## src/rtl/sqrt_arbiter.sv

```systemverilog
// Two-client round-robin front end for one iterative integer square-root unit.
// Uses odd-number subtraction: each step removes the next odd number from the remainder.
module sqrt_arbiter #(
  parameter int unsigned W = 8
) (
  input  logic             clock,
  input  logic             reset,
  input  logic             req0_valid,
  output logic             req0_ready,
  input  logic [W-1:0]     req0_data,
  output logic             rsp0_valid,
  input  logic             rsp0_ready,
  output logic [W/2-1:0]   rsp0_root,
  output logic [W-1:0]     rsp0_rem,
  input  logic             req1_valid,
  output logic             req1_ready,
  input  logic [W-1:0]     req1_data,
  output logic             rsp1_valid,
  input  logic             rsp1_ready,
  output logic [W/2-1:0]   rsp1_root,
  output logic [W-1:0]     rsp1_rem,
  output logic             busy,
  output logic             grant_id
);

  localparam int unsigned RW = W / 2;
  localparam int unsigned OW = W + 1;

  typedef enum logic [1:0] {
    IDLE = 2'd0,
    ITER = 2'd1,
    DONE = 2'd2
  } state_t;

  state_t          state, state_nxt;
  logic [W-1:0]    rem, rem_nxt;
  logic [OW-1:0]   odd, odd_nxt;
  logic [RW-1:0]   root, root_nxt;
  logic            grant_nxt;
  logic            last, last_nxt;
  logic            sel;
  logic            any_req;

  // State and datapath registers; reset aborts any job in flight.
  always_ff @(posedge clock) begin
    if (!reset) begin
      state    <= IDLE;
      rem      <= '0;
      odd      <= OW'(1);
      root     <= '0;
      grant_id <= 1'b0;
      last     <= 1'b1;
    end else begin
      state    <= state_nxt;
      rem      <= rem_nxt;
      odd      <= odd_nxt;
      root     <= root_nxt;
      grant_id <= grant_nxt;
      last     <= last_nxt;
    end
  end

  // On a tie the client that was not served last wins.
  assign any_req = req0_valid | req1_valid;
  assign sel     = (req0_valid & req1_valid) ? ~last : req1_valid;

  always_comb begin
    state_nxt  = state;
    rem_nxt    = rem;
    odd_nxt    = odd;
    root_nxt   = root;
    grant_nxt  = grant_id;
    last_nxt   = last;
    req0_ready = 1'b0;
    req1_ready = 1'b0;
    rsp0_valid = 1'b0;
    rsp1_valid = 1'b0;
    rsp0_root  = '0;
    rsp1_root  = '0;
    rsp0_rem   = '0;
    rsp1_rem   = '0;
    busy       = (state != IDLE);

    case (state)
      IDLE: begin
        if (any_req) begin
          req0_ready = ~sel;
          req1_ready = sel;
          rem_nxt    = sel ? req1_data : req0_data;
          odd_nxt    = OW'(1);
          root_nxt   = '0;
          grant_nxt  = sel;
          last_nxt   = sel;
          state_nxt  = ITER;
        end
      end
      ITER: begin
        // Remainder zero-extended so the comparison is done at odd's width.
        if ({1'b0, rem} >= odd) begin
          rem_nxt  = rem - W'(odd);
          odd_nxt  = odd + OW'(2);
          root_nxt = root + RW'(1);
        end else begin
          state_nxt = DONE;
        end
      end
      DONE: begin
        if (grant_id) begin
          rsp1_valid = 1'b1;
          rsp1_root  = root;
          rsp1_rem   = rem;
          if (rsp1_ready) state_nxt = IDLE;
        end else begin
          rsp0_valid = 1'b1;
          rsp0_root  = root;
          rsp0_rem   = rem;
          if (rsp0_ready) state_nxt = IDLE;
        end
      end
      default: state_nxt = IDLE;
    endcase
  end

endmodule

```

## config.mk

```make
export PLATFORM = sky130hd
export DESIGN_NAME = sqrt_arbiter
export DESIGN_NICKNAME = d
export VERILOG_FILES = /design/src/rtl/sqrt_arbiter.sv
export SDC_FILE = /design/constraint.sdc
export NUM_CORES = 1
export LEC_CHECK = 0
export ABC_AREA = 1
export CORE_MARGIN = 1
export CORE_UTILIZATION = 40
export DETAILED_ROUTE_END_ITERATION = 12
export GPL_TIMING_DRIVEN = 0
export PLACE_DENSITY = 0.66
export SYNTH_ARGS = -nofsm -noshare
export SYNTH_HDL_FRONTEND = slang
export SYNTH_SLANG_ARGS = --single-unit
```

## constraint.sdc

```tcl
create_clock -name clock -period 3.91 [get_ports clock]
set_clock_uncertainty 0.15 [all_clocks]
set_input_delay 0.782 -clock clock [delete_from_list [all_inputs] [get_ports clock]]
set_output_delay 0.782 -clock clock [all_outputs]
set_load 0.02 [all_outputs]
```

# After elaboration in Yosys (flattened, before gate mapping)
# Index checks and enable logic that the tools add are counted.
# W data, S select, Z words.
# classes
n_reduce_logical	6
n_addsub	3
n_lt_le_gt_ge	1
muxes	33
bitwise	4
n_eq_ne	7
# op_table
cell	count
$mux W8	7
$mux W4	6
$mux W9	2
$pmux W9 S2	1
$pmux W8 S2	1
$mux W2	5
$add A9 B2 Y9 const B	1
$ge A8 B9 Y1	1
$mux W1	9
$pmux W4 S2	1
$sub A8 B8 Y8	1
$ne A2 B2 Y1 const B	3
$ne A3 B3 Y1 const B	2
$pmux W2 S3	1
$add A4 B1 Y4 const B	1
$reduce_and A4 Y1	1
$reduce_bool A2 Y1	2
$reduce_and A3 Y1	1
$eq A2 B1 Y1 const B	1
$eq A2 B2 Y1 const B	1
$logic_not A2 Y1	1
$not A1 Y1	2
$reduce_and A2 Y1	1
$and A1 B1 Y1	1
$or A1 B1 Y1	1
# word_totals
reg_bits	25
elab_cells	60
output_inout_bits	30
in_bits	22

# Depth between registers and ports, before layout
# Gate-level depths: netlist of the first run.
# depth
word_depth	5
ltp_mapped	14
ltp_nobuf	13

# Worst setup path after synthesis of the first run
# Ideal clock, no wire load.
# synth_path
path_type	register to output
start	register grant_id
end	output port rsp1_rem[0]
arrival_time_ps	1734
path_buffers	1
required_time_ps	2978
path_slack_ps	1244
stages_incl_launch_ff	6
path_cell_list	dfxtp_1 inv_1 nor3_1 inv_1 clkbuf_1 nor2_1
# synth_between
elab_chain_len	2
# synth_lines
item	line	text
start: declaration	23	output logic grant_id
start signal: assignment	58	grant_id <= grant_nxt;
$mux W8	108	if (grant_id) begin
$mux W8	84	case (state)
end: declaration	21	output logic [W-1:0] rsp1_rem,
# Every way passes these cells.

# Final worst setup path of the first run
# layout_path
start	input port req1_valid
end	output port req0_ready
# layout_between
elab_chain_len	5
elab_cells_between_ends	6
cone_classes	mux (3); bitwise (3)
# layout_lines
item	line	text
start: declaration	15	input logic req1_valid,
$and A1 B1 Y1	65	assign sel = (req0_valid & req1_valid) ? ~last : req1_valid;
$mux W1	65	
$not A1 Y1	87	req0_ready = ~sel;
$mux W1 *	86	if (any_req) begin
$mux W1 *	84	
end: declaration	9	output logic req0_ready,
# Every way passes the cells marked *; elsewhere a longest branch is shown, timed or not.

==> results of run 1 <==
## kinds of logic (layout without fill, tap and decap cells)
logic type               Yosys count  in the layout  synth area share [%]
flip-flops                        25             25                  26.1
AND/OR/NAND/NOR                  197            197                  43.3
AO/OA/AOI/OAI                     30             30                  8.53
buffers and inverters             55            109                  11.9
XOR/XNOR                           6              6                  2.74
adder cells (fa/ha/maj)           11             11                  7.56
## state kept, by name, summed over array words and instances (netlist names)
register and flops:
odd 9, rem 8, root 4, state 2, grant_id 1, last 1
## metal layers
layer	up-vias	part of all wire, %
met2	52	46
met4	0	0.64
met3	4	3.6
met1	989	50
met5	-	0
li1	1117	-
## cell usage in the layout (no fill, tap or decap)
cell type	instances
nor2_1	80
nand2_1	68
clkdlybuf4s50_1	50
inv_1	39
nand3_1	33
dfxtp_1	25
o21ai_0	13
a21oi_1	12
ha_1	10
buf_2	6
xor2_1	5
clkbuf_1	4
nor3_1	4
nor2_2	4
nand2_2	3
clkbuf_8	3
clkinv_1	2
o22ai_1	2
nor3b_1	2
o21ai_1	1
inv_2	1
a21boi_2	1
nand4_2	1
buf_4	1
nand2_4	1
inv_4	1
buf_6	1
o211a_1	1
nand3b_1	1
buf_1	1
xnor2_1	1
fa_1	1
## Yosys cell counts (2+ instances only)
cell type	count
nor2_1	80
a21oi_1	12
nand2_1	68
o22ai_1	2
nand3_1	33
xor2_1	5
clkbuf_1	3
o21ai_0	13
nor2_2	4
buf_2	6
nor3_1	4
nor3b_1	2
dfxtp_1	25
ha_1	10
clkinv_1	2
nand2_2	3
inv_1	39
## per-stage QoR
stage	instances	worst slack, ns
6_report	430	0.300
5_1_grt	430	0.105
4_1_cts	430	0.268
3_5_place_dp	426	0.279
3_3_place_gp	426	0.297
2_1_floorplan	324	1.24
## area by class of cell
cell class                 count  area, sq um  area share, %
clock buffer                   4         45.0           1.78
timing repair buffer          50          500           19.8
buffer                        12         63.8           2.52
multi-input combinational    244         1190           47.1
inverter                      43          164           6.48
sequential                    25          500           19.8
tap                           52         65.1           2.57
## worst max path at each step
| stage | cells past startpoint | to | slack (ns) | from |
|---|---|---|---|---|
| 6_report | 5 | req0_ready | 0.30 | req1_valid |
| 2_1_floorplan | 5 | rsp1_rem[0] | 1.24 | grant_id |
| 3_5_place_dp | 5 | req0_ready | 0.28 | req1_valid |
| 5_1_grt | 6 | req0_ready | 0.11 | req0_valid |
| 3_3_place_gp | 6 | req0_ready | 0.30 | req0_valid |
| 4_1_cts | 5 | req0_ready | 0.27 | req1_valid |
## power by group
group / switching (mW) / leakage [nW] / total, mW / internal [mW]
Sequential: 0.0534 / 0.205 / 0.384 / 0.331
Clock: 0.0872 / 0.0228 / 0.160 / 0.0731
Combinational: 0.772 / 0.867 / 1.20 / 0.429
Total: 0.913 / 1.10 / 1.75 / 0.833
## worst max-delay path, cell delays in order
cell and delay (ns):
clkdlybuf4s50_1 0.43, o21ai_1 0.50, buf_2 0.36, nor2_1 0.06
clkdlybuf4s50_1 0.54
==> results.md, run 1 <==
* Routed len/inst at 13.1 um
* Crit share post-route at 92.3%
* Clk slew on worst S/H paths at 0.09 ns
* Asr flop ratio synth at 0%
* Final global-route overflow total at 0
* Dominant register cell in the synthesized netlist: dfxtp_1
* Synth unique cells at 30
* Type of origin of the critical path: input port
* Post-Syn Nets at between 300 and 400
* Ports at 52
* Via Count at ~2200
* All-layer global routing usage at between 20% and 30%
* P per Cell Area at between 600 and 700 nW/um^2
* Clk_lat worst skew at ~0.27 ns
* H-tree depth at 1
* P_leak at between 1 and 1.5 nW
* Post-synth top area cell: dfxtp_1
* Antenna fix cells at 0
* Setup TNS at 0 ns
* Fill cells at 471
* Seq/Total Area, Yosys at 26.1%
* Yosys warns at 0
* Hold EP: odd[0]
* Met1 global-route usage at approximately 34%
* Syn Area/Cell at approximately 6 sq um
* RSZ-0062 raised after global routing: false
* HPWL Detailed at between 4000 and 5000 um
* TritonCTS buffer count at 3
* Ranking of synthesized cells by area: dfxtp_1, nor2_1, nand2_1
* Layout net count at about 410
* Reg-to-reg slack, setup at ~1.7 ns
* Post_cts resized at 0
* WP data arrival at between 2 and 3 ns
* Max Cap Viol at 0
* Vias per inst at a little over 5
* Global route hottest layer: met2
* Hold_buf cts at 0
* Cells after Synth at roughly 320
* Hold Crit Class: register to register
* # DRC at 0
* Port Buffers at 50
* GR Layer Usage met3 at under 10%
* Sink Count at 25
* Final setup fails at 0
* Grt met2 use at between 40% and 50%
* Final core occ at a little under three fifths
* Slew of the pin with the lowest slew margin at about 0.59 ns
* Gp weighted congestion at 0.847
* CP Max Fanout at 10
* Vias in the first global route at approximately 2000
* Crit path time final at about 3.6 ns
* Final wirelength at between 5000 and 6000 um
* Bufs on Longest Clock Path at 2
* Synth top area share at 26.1%
* Post-route cell area at 2530 sq um
* R2r startpoint: odd[4]
* Die width at 71.3 um
* Initial detailed-routing violation count at 126
* CTS Root Cell: clkbuf_8
* DP Area at approximately 2500 sq um
* FF-to-FF End: rem[2]
* Status: finished clean
* Row cnt at 24
* Die Ht at roughly 71 um
* Worst Reg-to-Reg Cells at 11
* Worst setup EP type: output pin
* Setup Buffers After CTS at 0
* CTS tree: done
* Slew Viols, Final at 0
* Post-route ant nets at 0
* Min-delay src: odd[0]
* Number of flops mapped to enable cells by yosys at 0
* Die Area at slightly above 5000 sq um
* Global-route wire length before repair at approximately 9600 um
* Synth-to-Final Area Change at 31.8%
* Hold Path Depth at 1
* Initial antenna violation count at 0
* Worst hold slack at ~0.31 ns
* Post-Syn Area at slightly below 2000 sq um
* Rel. slew slack at 60.2%
* Largest net degree at the start of global routing at 14
* Share of layout cells above drive strength 1 at under 10%
* Critical setup path kind: input port to output pin
* Final Hold Viols at 0
* First-pass DRT Iterations at 4
* Worst path required time at just under 3 ns
* Overall power at between 1.5 and 2 mW
* Synthesized flop and latch total at 25
* Starting Density at between 40 and 50%
* Total core area at ~4500 sq um
* VDD IR max at 0.342 mV
* Max Clk Rate at approximately 0.28 GHz
No activity file was read; power rests on OpenSTA's default activity.
==> run 2: changes to the inputs <==
--- a/config.mk
+++ b/config.mk
@@ -5,12 +5,11 @@
 export SDC_FILE = /design/constraint.sdc
 export NUM_CORES = 1
 export LEC_CHECK = 0
-export ABC_AREA = 1
 export CORE_MARGIN = 1
 export CORE_UTILIZATION = 40
 export DETAILED_ROUTE_END_ITERATION = 12
 export GPL_TIMING_DRIVEN = 0
-export PLACE_DENSITY = 0.66
+export PLACE_DENSITY = 0.67
 export SYNTH_ARGS = -nofsm -noshare
 export SYNTH_HDL_FRONTEND = slang
 export SYNTH_SLANG_ARGS = --single-unit
==> run 2 against run 1 <==
  * Critical path depth did not move
  * Critical endpoint is now req1_ready
  * Largest cell class unchanged
  * Design area fell by 3.7%
  * Non-clock buffer count fell by 3
  * Global-route usage fell by 4.1 points
  * Sequential share of layout area rose by 0.75 points
  * Area after synthesis fell by 4.9%
  * Clock-buffer cell count did not move
  * Synthesized cell count fell by 30%
  * Critical path type unchanged
==> results.md, run 2 <==
* Total core area at 4380 sq um (-2.0%)
* Starting Density at 41.7% (-1.3 points)
* Highest-count cells in the layout ignoring fill and taps: clkdlybuf4s50_1, and2_1, dfxtp_1, nor2_1, nand2_1
* Number of flops mapped to enable cells by yosys at 0 (unchanged)
* Max Clk Rate at 0.281 GHz (+1.6%)
* Synth cell count leaders: and2_1, dfxtp_1, nor2_1, nand2_1
* Gp weighted congestion at 0.868 (+2.5%)
* Final global-route overflow total at 0 (unchanged)
* Setup Buffers After CTS at 0 (unchanged)
* CTS tree: done
* Seq/Total Area, Yosys at 27.4% (+1.3 points)
* Status: finished clean
* Post_cts resized at 0 (unchanged)
* Synthesized flop and latch total at 25 (unchanged)
* # DRC at 0 (unchanged)
* Dominant register cell in the synthesized netlist: dfxtp_1
* Ranking of synthesized cells by area: dfxtp_1, and2_1, ha_1
* Synth-to-Final Area Change at 33.5%
* Crit path time final at 3.55 ns (-0.0576 ns)
* Sw power at 697 uW (-24%)
* Vias per inst at 5.31 (+5.5%)
* Most frequent cell on the critical path: clkdlybuf4s50_1
* Critical path startpoint: req1_valid
* Critical setup path kind: input port to output pin
* Worst setup EP type: output pin
* Hold Crit Class: register to register
* Clk pwr share at 10.7% (+1.5 points)
* Post-Syn Nets at 261 (-27%)
* Crit share post-route at 90.9% (-1.5 points)
* Dpl cells at 330 (-23%)
* Critical path's top delay family: buffers and inverters
* Post-synth top area cell: dfxtp_1
* Combinational share of power at 63.4% (-5.4 points)
* TritonCTS buffer count at 3 (unchanged)
* Slew Viols, Final at 0 (unchanged)
* H-tree depth at 1 (unchanged)
* Setup TNS at 0 ns (unchanged)
* Internal Power at 781 uW (-6.2%)
* Port Buffers at 50 (unchanged)
* Type of origin of the critical path: input port
* All-layer global routing usage at 20.2% (-4.1 points)
* Non-Filler Instances at 334 (-22%)
* WP data arrival at 2.62 ns (-0.06 ns)
* Clk_lat worst skew at 0.27 ns (about the same)
* Die Area at 4840 sq um (-4.7%)
* Initial detailed-routing violation count at 81 (-36%)
* Most flop-heavy register: odd
* Vias in the first global route at 1627 (-20%)
* Min-delay src: odd[0]
* Initial antenna violation count at 0 (unchanged)
* Cells after Synth at 228 (-30%)
* Asr flop ratio synth at 0% (unchanged)
* Post-route ant nets at 0 (unchanged)
* Worst path required time at 2.98 ns (about the same)
* Final wirelength at 4650 um (-18%)
* Flop pwr share at 25.9% (+3.9 points)
* Count leader, synth: and2_1
* R2r startpoint: odd[6]
* Sw Share at 47.2% (-5.1 points)
* Post-Syn Area at 1830 sq um (-4.9%)
* Max incr delay on CP at 0.60 ns (+0.06 ns)
* Share of layout cells above drive strength 1 at 4.96% (-1.1 points)
* Synth top area share at 27.4% (+1.3 points)
* Final setup fails at 0 (unchanged)
* Max Cap Viol at 0 (unchanged)
* Bufs on Longest Clock Path at 2 (unchanged)
* Rel. slew slack at 54.5% (-5.6 points)
* Clk slew on worst S/H paths at 0.09 ns (about the same)
* CP Max Fanout at 10 (unchanged)
* Row cnt at 24 (unchanged)
* CTS Root Cell: clkbuf_8
* Sink Count at 25 (unchanged)
* First-pass DRT Iterations at 4 (unchanged)
* Global-route wire length before repair at 7860 um (-18%)
* Ports at 52 (unchanged)
* Slew of the pin with the lowest slew margin at 0.680 ns (+0.0861 ns)
* Layout net count at 316 (-23%)
* Via Count at 1772 (-18%)
* CP max-delay cell: clkdlybuf4s50_1
* Routed len/inst at 13.9 um (+5.9%)
* Yosys warns at 0 (unchanged)
* CP bufs+invs at 3 (unchanged)
* Most common cell after layout, fill and taps aside: clkdlybuf4s50_1
* Syn Area/Cell at 8.01 sq um (+35%)
* RSZ-0062 raised after global routing: false
* Synth unique cells at 50 (+67%)
* Die width at 69.6 um (-2.4%)
* Regs by FF count: odd: 9 flops, rem: 8 flops, root: 4 flops
* Final Hold Viols at 0 (unchanged)
* Antenna fix cells at 0 (unchanged)
* Number of flip-flops in the largest register at 9 (unchanged)
* P per Cell Area at 606 nW/um^2 (-12%)
* Worst path cell trace: clkdlybuf4s50_1, a21boi_0, clkbuf_2, and2_1, clkdlybuf4s50_1
* VDD IR max at 0.242 mV (-29%)
* P_leak at 0.921 nW (-16%)
* Fill cells at 437 (-7.2%)
* Largest net degree at the start of global routing at 14 (unchanged)
* Die Ht at 69.6 um (-2.4%)
* Hold_buf cts at 0 (unchanged)
* HPWL Detailed at 3610 um (-17%)
## run 2: worst paths after layout
path | cells past startpoint | endpoint | slack (ns)
max | 5 | req1_ready | 0.36
min | 1 | odd[0] | 0.32
max reg2reg | 9 | root[3] | 1.28
min reg2reg | 1 | odd[0] | 0.32
## run 2: routing by layer
layer  vias to the layer above  track usage, %  routed length (um)
met5                         -               0                   0
li1                        917               -                   -
met2                        61            34.0                2190
met1                       789            28.0                2200
met4                         0            4.08                  40
met3                         5            2.18                 215
## run 2: cell families after synthesis
kind of cell,after synthesis,synth area share (%)
AND/OR/NAND/NOR,106,32.2
AO/OA/AOI/OAI,47,17.9
flip-flops,25,27.4
buffers and inverters,20,4.59
multiplexers,12,6.64
adder cells (fa/ha/maj),11,7.95
XOR/XNOR,7,3.36
## run 2: layout make-up
cell class,instances,area (sq um),area share [%]
Tap cell,52,65.1,2.67
Sequential cell,25,500,20.5
Multi-Input combinational cell,183,1240,50.9
Inverter,11,41.3,1.69
Timing Repair Buffer,50,500,20.5
Buffer,9,43.8,1.80
Clock buffer,4,45.0,1.85
## run 2: stage by stage
stage	worst slack (ns)	util, %	power (mW)	hold slack, ns	cell area, sq um
2_1_floorplan	1.33	-	1.07	0.271	1830
3_3_place_gp	0.109	54.6	1.31	0.285	2390
3_5_place_dp	0.0969	54.6	1.32	0.303	2390
4_1_cts	0.0884	55.6	1.48	0.326	2440
5_1_grt	0.271	55.6	1.61	0.356	2440
6_report	0.357	55.6	1.48	0.322	2440
## run 2: power by group through the flow
stage	clock network (mW)	registers, mW	logic [mW]
2_1_floorplan	0	0.368	0.698
3_3_place_gp	0	0.388	0.926
3_5_place_dp	0	0.389	0.933
4_1_cts	0.159	0.383	0.937
5_1_grt	0.170	0.395	1.04
6_report	0.158	0.383	0.938
==> run 3: changes to the inputs <==
--- a/config.mk
+++ b/config.mk
@@ -6,10 +6,10 @@
 export NUM_CORES = 1
 export LEC_CHECK = 0
 export CORE_MARGIN = 1
-export CORE_UTILIZATION = 40
+export CORE_UTILIZATION = 32
 export DETAILED_ROUTE_END_ITERATION = 12
 export GPL_TIMING_DRIVEN = 0
-export PLACE_DENSITY = 0.67
+export PLACE_DENSITY = 0.55
 export SYNTH_ARGS = -nofsm -noshare
 export SYNTH_HDL_FRONTEND = slang
 export SYNTH_SLANG_ARGS = --single-unit
==> run 3 against run 2 <==
  * Utilization decreased by 11 points
  * Sequential power hardly changed
  * Largest cell class unchanged
  * Clock power is essentially flat
  * Critical path type unchanged
  * Non-clock buffer count stayed put
==> results.md, run 3 (synthesis gave the netlist of run 2 again) <==
* Status: finished clean
* Sequential Area at 500 sq um (unchanged)
* Worst Reg-to-Reg Cells at 9 (unchanged)
* H-tree depth at 1 (unchanged)
* Hold_buf cts at 0 (unchanged)
* CTS Root Cell: clkbuf_8
* Initial detailed-routing violation count at 42 (-48%)
* Ports at 52 (unchanged)
* TritonCTS buffer count at 3 (unchanged)
* Starting Density at 33.2% (-8.5 points)
* Most flop-heavy register: odd
* Vias in the first global route at 1684 (+3.5%)
* Post_cts resized at 0 (unchanged)
* VDD IR max at 0.228 mV (-5.8%)
* Slew Viols, Final at 0 (unchanged)
* WP data arrival at 2.60 ns (-0.02 ns)
* Max Cap Viol at 0 (unchanged)
* Worst hold slack at 0.310 ns (-0.0120 ns)
* P_leak at 0.920 nW (-0.11%)
* All-layer global routing usage at 17.1% (-3.2 points)
* Overall power at 1.50 mW (+1.3%)
* Bufs on Longest Clock Path at 2 (unchanged)
* Die Area at 6010 sq um (+24%)
* Highest-count cells in the layout ignoring fill and taps: clkdlybuf4s50_1, and2_1, dfxtp_1, nor2_1, nand2_1
* DP Area at 2420 sq um (+1.0%)
* Routed len/inst at 14.0 um (+0.99%)
* # DRC at 0 (unchanged)
* Final setup fails at 0 (unchanged)
* Post-route ant nets at 0 (unchanged)
* Share of layout cells above drive strength 1 at 5.32% (+0.35 points)
* Fill cells at 577 (+32%)
* Via Count at 1759 (-0.73%)
* Layout net count at 316 (unchanged)
* Sink Count at 25 (unchanged)
* Initial antenna violation count at 0 (unchanged)
* Non-Filler Instances at 354 (+6.0%)
* CP Max Fanout at 10 (unchanged)
* Worst setup EP type: output pin
* Global-route wire length before repair at 8090 um (+3.0%)
* Dpl cells at 350 (+6.1%)
* Crit share post-route at 90.3% (-0.52 points)
* Setup TNS at 0 ns (unchanged)
* Max Clk Rate at 0.283 GHz (+0.58%)
* Number of flip-flops in the largest register at 9 (unchanged)
* First-pass DRT Iterations at 4 (unchanged)
* Synth-to-Final Area Change at 35.1%
* Clk slew on worst S/H paths at 0.09 ns (about the same)
* Worst path required time at 2.98 ns (about the same)
* HPWL Detailed at 3790 um (+5.1%)
* Largest net degree at the start of global routing at 16 (+2)
* Setup Buffers After CTS at 0 (unchanged)
* P per Cell Area at 607 nW/um^2 (+0.12%)
* Regs by FF count: odd: 9 flops, rem: 8 flops, root: 4 flops
* Port Buffers at 50 (unchanged)
* Final wirelength at 4970 um (+7.0%)
* Hold Path Depth at 1 (unchanged)
* Antenna fix cells at 0 (unchanged)
* Type of origin of the critical path: input port
* Vias per inst at 4.97 (-6.3%)
* Crit path time final at 3.53 ns (-0.0203 ns)
* Total core area at 5510 sq um (+26%)
* Critical setup path kind: input port to output pin
* Row cnt at 27 (+13%)
* Most common cell after layout, fill and taps aside: clkdlybuf4s50_1
* Slew of the pin with the lowest slew margin at 0.614 ns (-0.0659 ns)
* Die Ht at 77.6 um (+11%)
* Final Hold Viols at 0 (unchanged)
* RSZ-0062 raised after global routing: false
* Clk_lat worst skew at 0.27 ns (about the same)
* Rel. slew slack at 58.9% (+4.4 points)
* CTS tree: done
* Final global-route overflow total at 0 (unchanged)
* Gp weighted congestion at 0.847 (-2.4%)
* Post-route cell area at 2470 sq um (+1.2%)
* Multi-input combinational cell area at 1240 sq um (unchanged)
* Hold Crit Class: register to register
* Die width at 77.6 um (+11%)
-- run 3: cell types whose count changed in the layout (fill, tap and decap cells not counted), sizes merged --
cell      before  now
clkbuf        10    9
clkinvlp       0    1
-- run 3: worst paths after layout --
| path | start | endpoint | slack [ns] |
|---|---|---|---|
| setup reg to reg | odd[6] | root[3] | 1.28 |
| setup / recovery | req1_valid | req1_ready | 0.38 |
| hold reg to reg | odd[0] | odd[0] | 0.31 |
| hold / removal | odd[0] | odd[0] | 0.31 |
-- run 3: worst max-delay path, stage by stage --
cell and delay [ns]:
clkdlybuf4s50_1 0.51, a21boi_0 0.18, clkbuf_2 0.33, and2_1 0.19
clkdlybuf4s50_1 0.60
-- run 3: cell type report --
| cell class | instances | area share [%] |
|---|---|---|
| buffer | 9 | 1.77 |
| tap | 72 | 3.65 |
| inverter | 11 | 1.67 |
| timing repair buffer | 50 | 20.3 |
| multi-input combinational | 183 | 50.4 |
| clock buffer | 3 | 1.67 |
| clock inverter | 1 | 0.304 |
| sequential | 25 | 20.3 |
-- run 3: layer usage --
metal,track usage (%),vias up,routed length (um)
li1,-,916,-
met1,22.6,791,2570
met2,29.4,47,2230
met3,1.29,5,124
met4,4.91,0,50
met5,0,-,0
-- run 3: stage by stage --
stage | util, % | setup WS, ns
final | 44.8 | 0.378
after global routing | 44.8 | 0.271
after CTS | 44.8 | 0.0713
after detailed placement | 43.9 | 0.0768
after global placement | 43.9 | 0.0884
after floorplan | - | 1.33
-- run 3: where the power goes --
group,internal [mW],total (mW),switching (mW)
Sequential,0.314,0.386,0.0718
Clock,0.0724,0.160,0.0881
Combinational,0.395,0.952,0.557
Total,0.781,1.50,0.716
